===== src/rtl/alu_pkg.sv =====
// Shared opcode encodings and default datapath width for the RISC-V ALU.
// The opcode values match the 4-bit control code produced by the ALU decoder.
package alu_pkg;

    localparam int DEFAULT_WIDTH = 32;

    localparam logic [3:0] OP_ADD  = 4'b0000;
    localparam logic [3:0] OP_SUB  = 4'b0001;
    localparam logic [3:0] OP_SLL  = 4'b0010;
    localparam logic [3:0] OP_XOR  = 4'b0011;
    localparam logic [3:0] OP_SRL  = 4'b0100;
    localparam logic [3:0] OP_SRA  = 4'b0101;
    localparam logic [3:0] OP_OR   = 4'b0110;
    localparam logic [3:0] OP_AND  = 4'b0111;
    localparam logic [3:0] OP_SLT  = 4'b1000;
    localparam logic [3:0] OP_BNE  = 4'b1001;
    localparam logic [3:0] OP_BEQ  = 4'b1010;
    localparam logic [3:0] OP_SLTU = 4'b1011;
    localparam logic [3:0] OP_BLT  = 4'b1100;
    localparam logic [3:0] OP_BGE  = 4'b1101;
    localparam logic [3:0] OP_BLTU = 4'b1110;
    localparam logic [3:0] OP_BGEU = 4'b1111;

endpackage


===== src/rtl/alu_core.sv =====
// Combinational ALU datapath: computes the next result, carry and zero/branch flag.
// The top-level module registers these outputs.
module alu_core
    import alu_pkg::*;
#(
    parameter int WIDTH = DEFAULT_WIDTH
) (
    input  logic [3:0]       opCode,
    input  logic [WIDTH-1:0] inpA,
    input  logic [WIDTH-1:0] inpB,
    output logic [WIDTH-1:0] y_next,
    output logic             c_next,
    output logic             z_next
);

    localparam int SHW = $clog2(WIDTH);

    logic [WIDTH:0]   sum;
    logic [WIDTH:0]   diff;
    logic [SHW-1:0]   shamt;
    logic             lt_s;
    logic             lt_u;
    logic             eq;
    logic             cond;
    logic             is_branch;

    // The extra top bit of the difference is the borrow, which equals A <U B.
    assign sum   = {1'b0, inpA} + {1'b0, inpB};
    assign diff  = {1'b0, inpA} - {1'b0, inpB};
    assign shamt = inpB[SHW-1:0];
    assign lt_s  = $signed(inpA) < $signed(inpB);
    assign lt_u  = inpA < inpB;
    assign eq    = inpA == inpB;

    always_comb begin
        y_next    = '0;
        c_next    = 1'b0;
        cond      = 1'b0;
        is_branch = 1'b0;
        case (opCode)
            OP_ADD: begin
                y_next = sum[WIDTH-1:0];
                c_next = sum[WIDTH];
            end
            OP_SUB: begin
                y_next = diff[WIDTH-1:0];
                c_next = diff[WIDTH];
            end
            OP_SLL:  y_next = inpA << shamt;
            OP_XOR:  y_next = inpA ^ inpB;
            OP_SRL:  y_next = inpA >> shamt;
            OP_SRA:  y_next = WIDTH'($signed(inpA) >>> shamt);
            OP_OR:   y_next = inpA | inpB;
            OP_AND:  y_next = inpA & inpB;
            OP_SLT:  y_next = {{(WIDTH-1){1'b0}}, lt_s};
            OP_SLTU: y_next = {{(WIDTH-1){1'b0}}, lt_u};
            OP_BNE: begin
                is_branch = 1'b1;
                cond      = ~eq;
            end
            OP_BEQ: begin
                is_branch = 1'b1;
                cond      = eq;
            end
            OP_BLT: begin
                is_branch = 1'b1;
                cond      = lt_s;
            end
            OP_BGE: begin
                is_branch = 1'b1;
                cond      = ~lt_s;
            end
            OP_BLTU: begin
                is_branch = 1'b1;
                cond      = lt_u;
            end
            OP_BGEU: begin
                is_branch = 1'b1;
                cond      = ~lt_u;
            end
            default: y_next = '0;
        endcase

        // Branches report their condition on both Z and bit 0 of Y.
        if (is_branch) begin
            y_next = {{(WIDTH-1){1'b0}}, cond};
            z_next = cond;
        end else begin
            z_next = (y_next == '0);
        end
    end

endmodule


===== src/rtl/alu.sv =====
// Registered 32-bit RISC-V ALU: one-cycle latency from operands to Y/C/Z.
// Synchronous active-high reset clears all outputs.
module alu
    import alu_pkg::*;
#(
    parameter int WIDTH = DEFAULT_WIDTH
) (
    input  logic             clk,
    input  logic             rst,
    input  logic [3:0]       opCode,
    input  logic [WIDTH-1:0] inpA,
    input  logic [WIDTH-1:0] inpB,
    output logic             C,
    output logic             Z,
    output logic [WIDTH-1:0] Y
);

    logic [WIDTH-1:0] y_next;
    logic             c_next;
    logic             z_next;

    alu_core #(
        .WIDTH(WIDTH)
    ) u_core (
        .opCode(opCode),
        .inpA  (inpA),
        .inpB  (inpB),
        .y_next(y_next),
        .c_next(c_next),
        .z_next(z_next)
    );

    always_ff @(posedge clk) begin
        if (rst) begin
            Y <= '0;
            C <= 1'b0;
            Z <= 1'b0;
        end else begin
            Y <= y_next;
            C <= c_next;
            Z <= z_next;
        end
    end

endmodule


===== config.mk =====
export PLATFORM = sky130hd
export DESIGN_NAME = alu
export DESIGN_NICKNAME = d
export VERILOG_FILES = /design/src/rtl/alu_pkg.sv /design/src/rtl/alu_core.sv /design/src/rtl/alu.sv
export SDC_FILE = /design/constraint.sdc
export NUM_CORES = 1
export LEC_CHECK = 0
export ABC_CLOCK_PERIOD_IN_PS = 6900
export BUFFER_PORTS_ARGS = -buffer_cell sky130_fd_sc_hd__buf_2
export CORE_MARGIN = 1.5
export CORE_UTILIZATION = 40
export CTS_CLUSTER_DIAMETER = 80
export DETAILED_ROUTE_END_ITERATION = 12
export SLEW_MARGIN = 30
export SYNTH_ARGS = -nofsm -noshare
export SYNTH_HDL_FRONTEND = slang
export SYNTH_SLANG_ARGS = --single-unit
export TNS_END_PERCENT = 100

===== constraint.sdc =====
create_clock -name clk -period 6.9 [get_ports clk]
set_input_delay 0 -clock clk [delete_from_list [all_inputs] [get_ports clk]]
set_output_delay 0 -clock clk [all_outputs]
set_load 0.02 [all_outputs]

==> tab_implementation.tex <==
\begin{tabular}{lr}
\hline
Metric & Value \\
\hline
\multicolumn{2}{l}{\textbf{Place}} \\
PortBufs & 103 \\
Placer's final routability congestion estimate & 1.047 \\
Detailed-placement wirelength estimate & 44.62 mm \\
\multicolumn{2}{l}{\textbf{Worst setup path}} \\
CP max FO & 61 \\
Cell family contributing the most delay on the critical path & compound AO/OA/AOI/OAI gates \\
Setup Crit Path Kind & in -> reg \\
Largest stage delay, worst path & 740 ps \\
Total stage count of the critical path & 14 \\
Required time reported for the critical path endpoint & 7100 ps \\
CP cell instances & buf\_4, inv\_1, ha\_1, a21oi\_1, o32ai\_1, o21ai\_0, a21oi\_1, a31oi\_1, and3\_1, a2111oi\_0, and3\_1, nand4\_1, o21a\_1, nor4b\_2 \\
Kind of launch point of the worst setup path & primary input \\
CP endpoint & Z \\
Critical Path Source & inpB[1] \\
Endpoint class of the critical path & flip-flop \\
Crit path max-delay cell type & sky130\_fd\_sc\_hd\_\_o32ai\_1 \\
Arrival time of the worst setup path & 5140 ps \\
Number of buffers and inverters on the critical path & 2 \\
\multicolumn{2}{l}{\textbf{Logic synthesis}} \\
Mean post-synth cell area & 7.194 µm² \\
Dominant cells by area after synthesis & sky130\_fd\_sc\_hd\_\_mux4\_2 12\%, sky130\_fd\_sc\_hd\_\_ha\_1 11\%, sky130\_fd\_sc\_hd\_\_dfxtp\_1 6.1\%, sky130\_fd\_sc\_hd\_\_nor2\_1 5.7\%, sky130\_fd\_sc\_hd\_\_mux2i\_1 5.2\% \\
Number of nets in the synthesized netlist & 1708 \\
Yosys cell types & 81 \\
Seq cells post-synth & 34 \\
Commonest register cell after synthesis & sky130\_fd\_sc\_hd\_\_dfxtp\_1 \\
Synthesized area & 11070 µm² \\
Ranking of synthesized cells by instance count & 169 x sky130\_fd\_sc\_hd\_\_nor2\_1, 126 x sky130\_fd\_sc\_hd\_\_nand2\_1, 107 x sky130\_fd\_sc\_hd\_\_inv\_1, 105 x sky130\_fd\_sc\_hd\_\_a21oi\_1, 97 x sky130\_fd\_sc\_hd\_\_ha\_1 \\
Leading area contributor after synthesis & sky130\_fd\_sc\_hd\_\_mux4\_2 \\
Post-Synthesis Cells & 1539 \\
Cell with the most instances after synthesis & sky130\_fd\_sc\_hd\_\_nor2\_1 \\
Number of warning messages in the yosys log & 0 \\
Async S/R FF share, synth & 0 \\
Proportion of synthesized chip area in sequential cells & 0.06148 \\
Share of the synthesized area in the top cell type & 0.1159 \\
Number of enable-type register cells in the synthesized netlist & 0 \\
\multicolumn{2}{l}{\textbf{Hold path}} \\
Hold Path Class & in -> reg \\
Launch instance of the worst min-delay path & rst \\
\multicolumn{2}{l}{\textbf{Job}} \\
Number of max-capacitance violations reported & 0 \\
\multicolumn{2}{l}{\textbf{Pwr}} \\
P\_leak & 4.871 nW \\
Pwr dens & 120.0 nW/µm² \\
Peak supply drop & 0.07820 mV \\
\multicolumn{2}{l}{\textbf{Floorplan}} \\
Die span in y & 169.4 µm \\
Core region area & 27030 µm² \\
Count of pins on the block boundary & 104 \\
Width of the die & 169.4 µm \\
Die Area & 28690 µm² \\
Std cell rows & 60 \\
Starting Density & 0.4097 \\
\multicolumn{2}{l}{\textbf{Global route}} \\
Initial antenna violation count & 3 \\
Maximum number of pins on one net before global-route repair & 62 \\
Final global-route overflow total & 0 \\
Total routing usage reported by global routing & 0.3988 \\
Number of global-route vias before repair & 12.49k \\
Wire length of the first global-routing pass & 84.28 mm \\
\multicolumn{2}{l}{\textbf{STA}} \\
Final-report max-slew violation count & 0 \\
Pin slew with the least headroom to its limit & 1082 ps \\
Share of the cycle needed by the critical path after routing & 0.7158 \\
Setup repair after global routing missed its margin & no \\
Total count of hold-check failures in the final report & 0 \\
Setup Viol. Count Final & 0 \\
TNS Setup & 0 ps \\
Minimum clock period & 4939 ps \\
Max\_slew headroom & 0.2785 \\
Peak clock frequency supported by timing & 202.5 MHz \\
\multicolumn{2}{l}{\textbf{Cells and area}} \\
Final cell utilization of the core & 0.4366 \\
Filler cell count & 2863 \\
Total number of nets in the final design & 1705 \\
Fraction of layout instances using a drive strength above 1 & 0.1555 \\
Syn-to-layout area delta & 6.577\% \\
\multicolumn{2}{l}{\textbf{Detailed routing}} \\
Starting DRT DRC Count & 1945 \\
Avg Vias per Cell & 7.153 \\
First-pass iteration count of the detailed router & 6 \\
Wire length after detailed routing & 58.24 mm \\
Drc violations & 0 \\
Number of vias in the routed layout & 13.44k \\
Number of antenna-violating nets in the routed design & 0 \\
Avg WL per Cell & 30.99 µm \\
\multicolumn{2}{l}{\textbf{Clocking}} \\
CTS root buffer & sky130\_fd\_sc\_hd\_\_clkbuf\_16 \\
Number of instances resized during post-cts repair & 0 \\
Clock buffers created by TritonCTS & 5 \\
TritonCTS clock tree & yes \\
Buffers from clock root to sink, at most & 2 \\
Clock transition at path regs & 50 ps \\
Sinks on the clock net & 34 \\
Post-CTS repair timing setup buffer count & 0 \\
Count of hold buffers inserted by post-cts repair & 0 \\
H-tree depth & 2 \\
\multicolumn{2}{l}{\textbf{Run status}} \\
Status & completed \\
\hline
\end{tabular}
[metal layers]
layer  track usage  part of all wire
met1        0.5361              0.40
met2        0.6162              0.43
met3       0.08022              0.11
met4        0.1766             0.051
met5             0           0.00062
[layout make-up]
class	instances	area [µm²]	area share
clock inverter	1	5.005	0.0004241
clock buffer	7	142.6	0.01209
inverter	108	405.4	0.03435
sequential	34	680.7	0.05768
timing repair buffer	124	680.7	0.05768
tap	341	426.7	0.03616
antenna	1	2.502	0.0002121
multi-input combinational	1263	9457	0.8014
[cell usage in the layout (no fill, tap or decap), types with 11 or more instances in the layout]
cell                       count
sky130_fd_sc_hd__buf_2       100
sky130_fd_sc_hd__buf_4        24
sky130_fd_sc_hd__dfxtp_1      34
sky130_fd_sc_hd__nor3_1       35
sky130_fd_sc_hd__xnor2_1      12
sky130_fd_sc_hd__o21a_1       14
sky130_fd_sc_hd__or3_1        12
sky130_fd_sc_hd__nor4_1       22
sky130_fd_sc_hd__nand2b_1     12
sky130_fd_sc_hd__a21oi_1     105
sky130_fd_sc_hd__o31ai_1      15
sky130_fd_sc_hd__nand3_1      39
sky130_fd_sc_hd__nand2_1     126
sky130_fd_sc_hd__mux2_2       22
sky130_fd_sc_hd__a22oi_1      14
sky130_fd_sc_hd__a21o_1       13
sky130_fd_sc_hd__ha_1         97
sky130_fd_sc_hd__inv_1       107
sky130_fd_sc_hd__o211ai_1     24
sky130_fd_sc_hd__mux2i_1      57
sky130_fd_sc_hd__a221oi_1     18
sky130_fd_sc_hd__a31oi_1      17
sky130_fd_sc_hd__a211oi_1     26
sky130_fd_sc_hd__nand4_1      23
sky130_fd_sc_hd__o22ai_1      23
sky130_fd_sc_hd__o21ai_0      85
sky130_fd_sc_hd__and3_1       11
sky130_fd_sc_hd__nor2_1      169
sky130_fd_sc_hd__nor2b_1      31
sky130_fd_sc_hd__o21bai_1     14
sky130_fd_sc_hd__mux4_2       57
sky130_fd_sc_hd__o221ai_1     20
[registers in the layout, indices dropped and copies added, names as in the netlist]
name / count
Z: 1
C: 1
Y: 32
[cell families (layout without fill, tap and decap cells)]
logic type               Yosys count  after routing  synth area share
adder cells (fa/ha/maj)           99             99            0.1132
multiplexers                     137            137            0.1922
AND/OR/NAND/NOR                  525            525            0.2287
flip-flops                        34             34           0.06148
AO/OA/AOI/OAI                    488            488            0.3043
other                              0              1                 0
XOR/XNOR                          14             14           0.01107
buffers and inverters            242            240           0.08894
[where the power goes]
part	internal, mW	switching (mW)
clock	0.143	0.0924
combinational	0.319	0.648
sequential	0.210	0.00278
[worst min path at each step]
stage,to,cells past startpoint,slack [ps]
after floorplan,Y[0],1,70
after global placement,C,2,330
after detailed placement,C,2,320
after CTS,C,2,20
after global routing,C,2,60
final,C,2,40
[metrics by stage]
step	area (µm²)	std cells	power [mW]	setup slack, ps	hold WS (ps)
after floorplan	11070	1539	0.8296	2869	69.07
after global placement	11640	1870	1.148	2083	328.5
after detailed placement	11640	1870	1.142	1804	322.7
after CTS	11790	1878	1.382	2087	22.56
after global routing	11800	1878	1.480	1653	55.25
final	11800	1879	1.416	1961	39.57
Power figures use the tool's default switching activity.
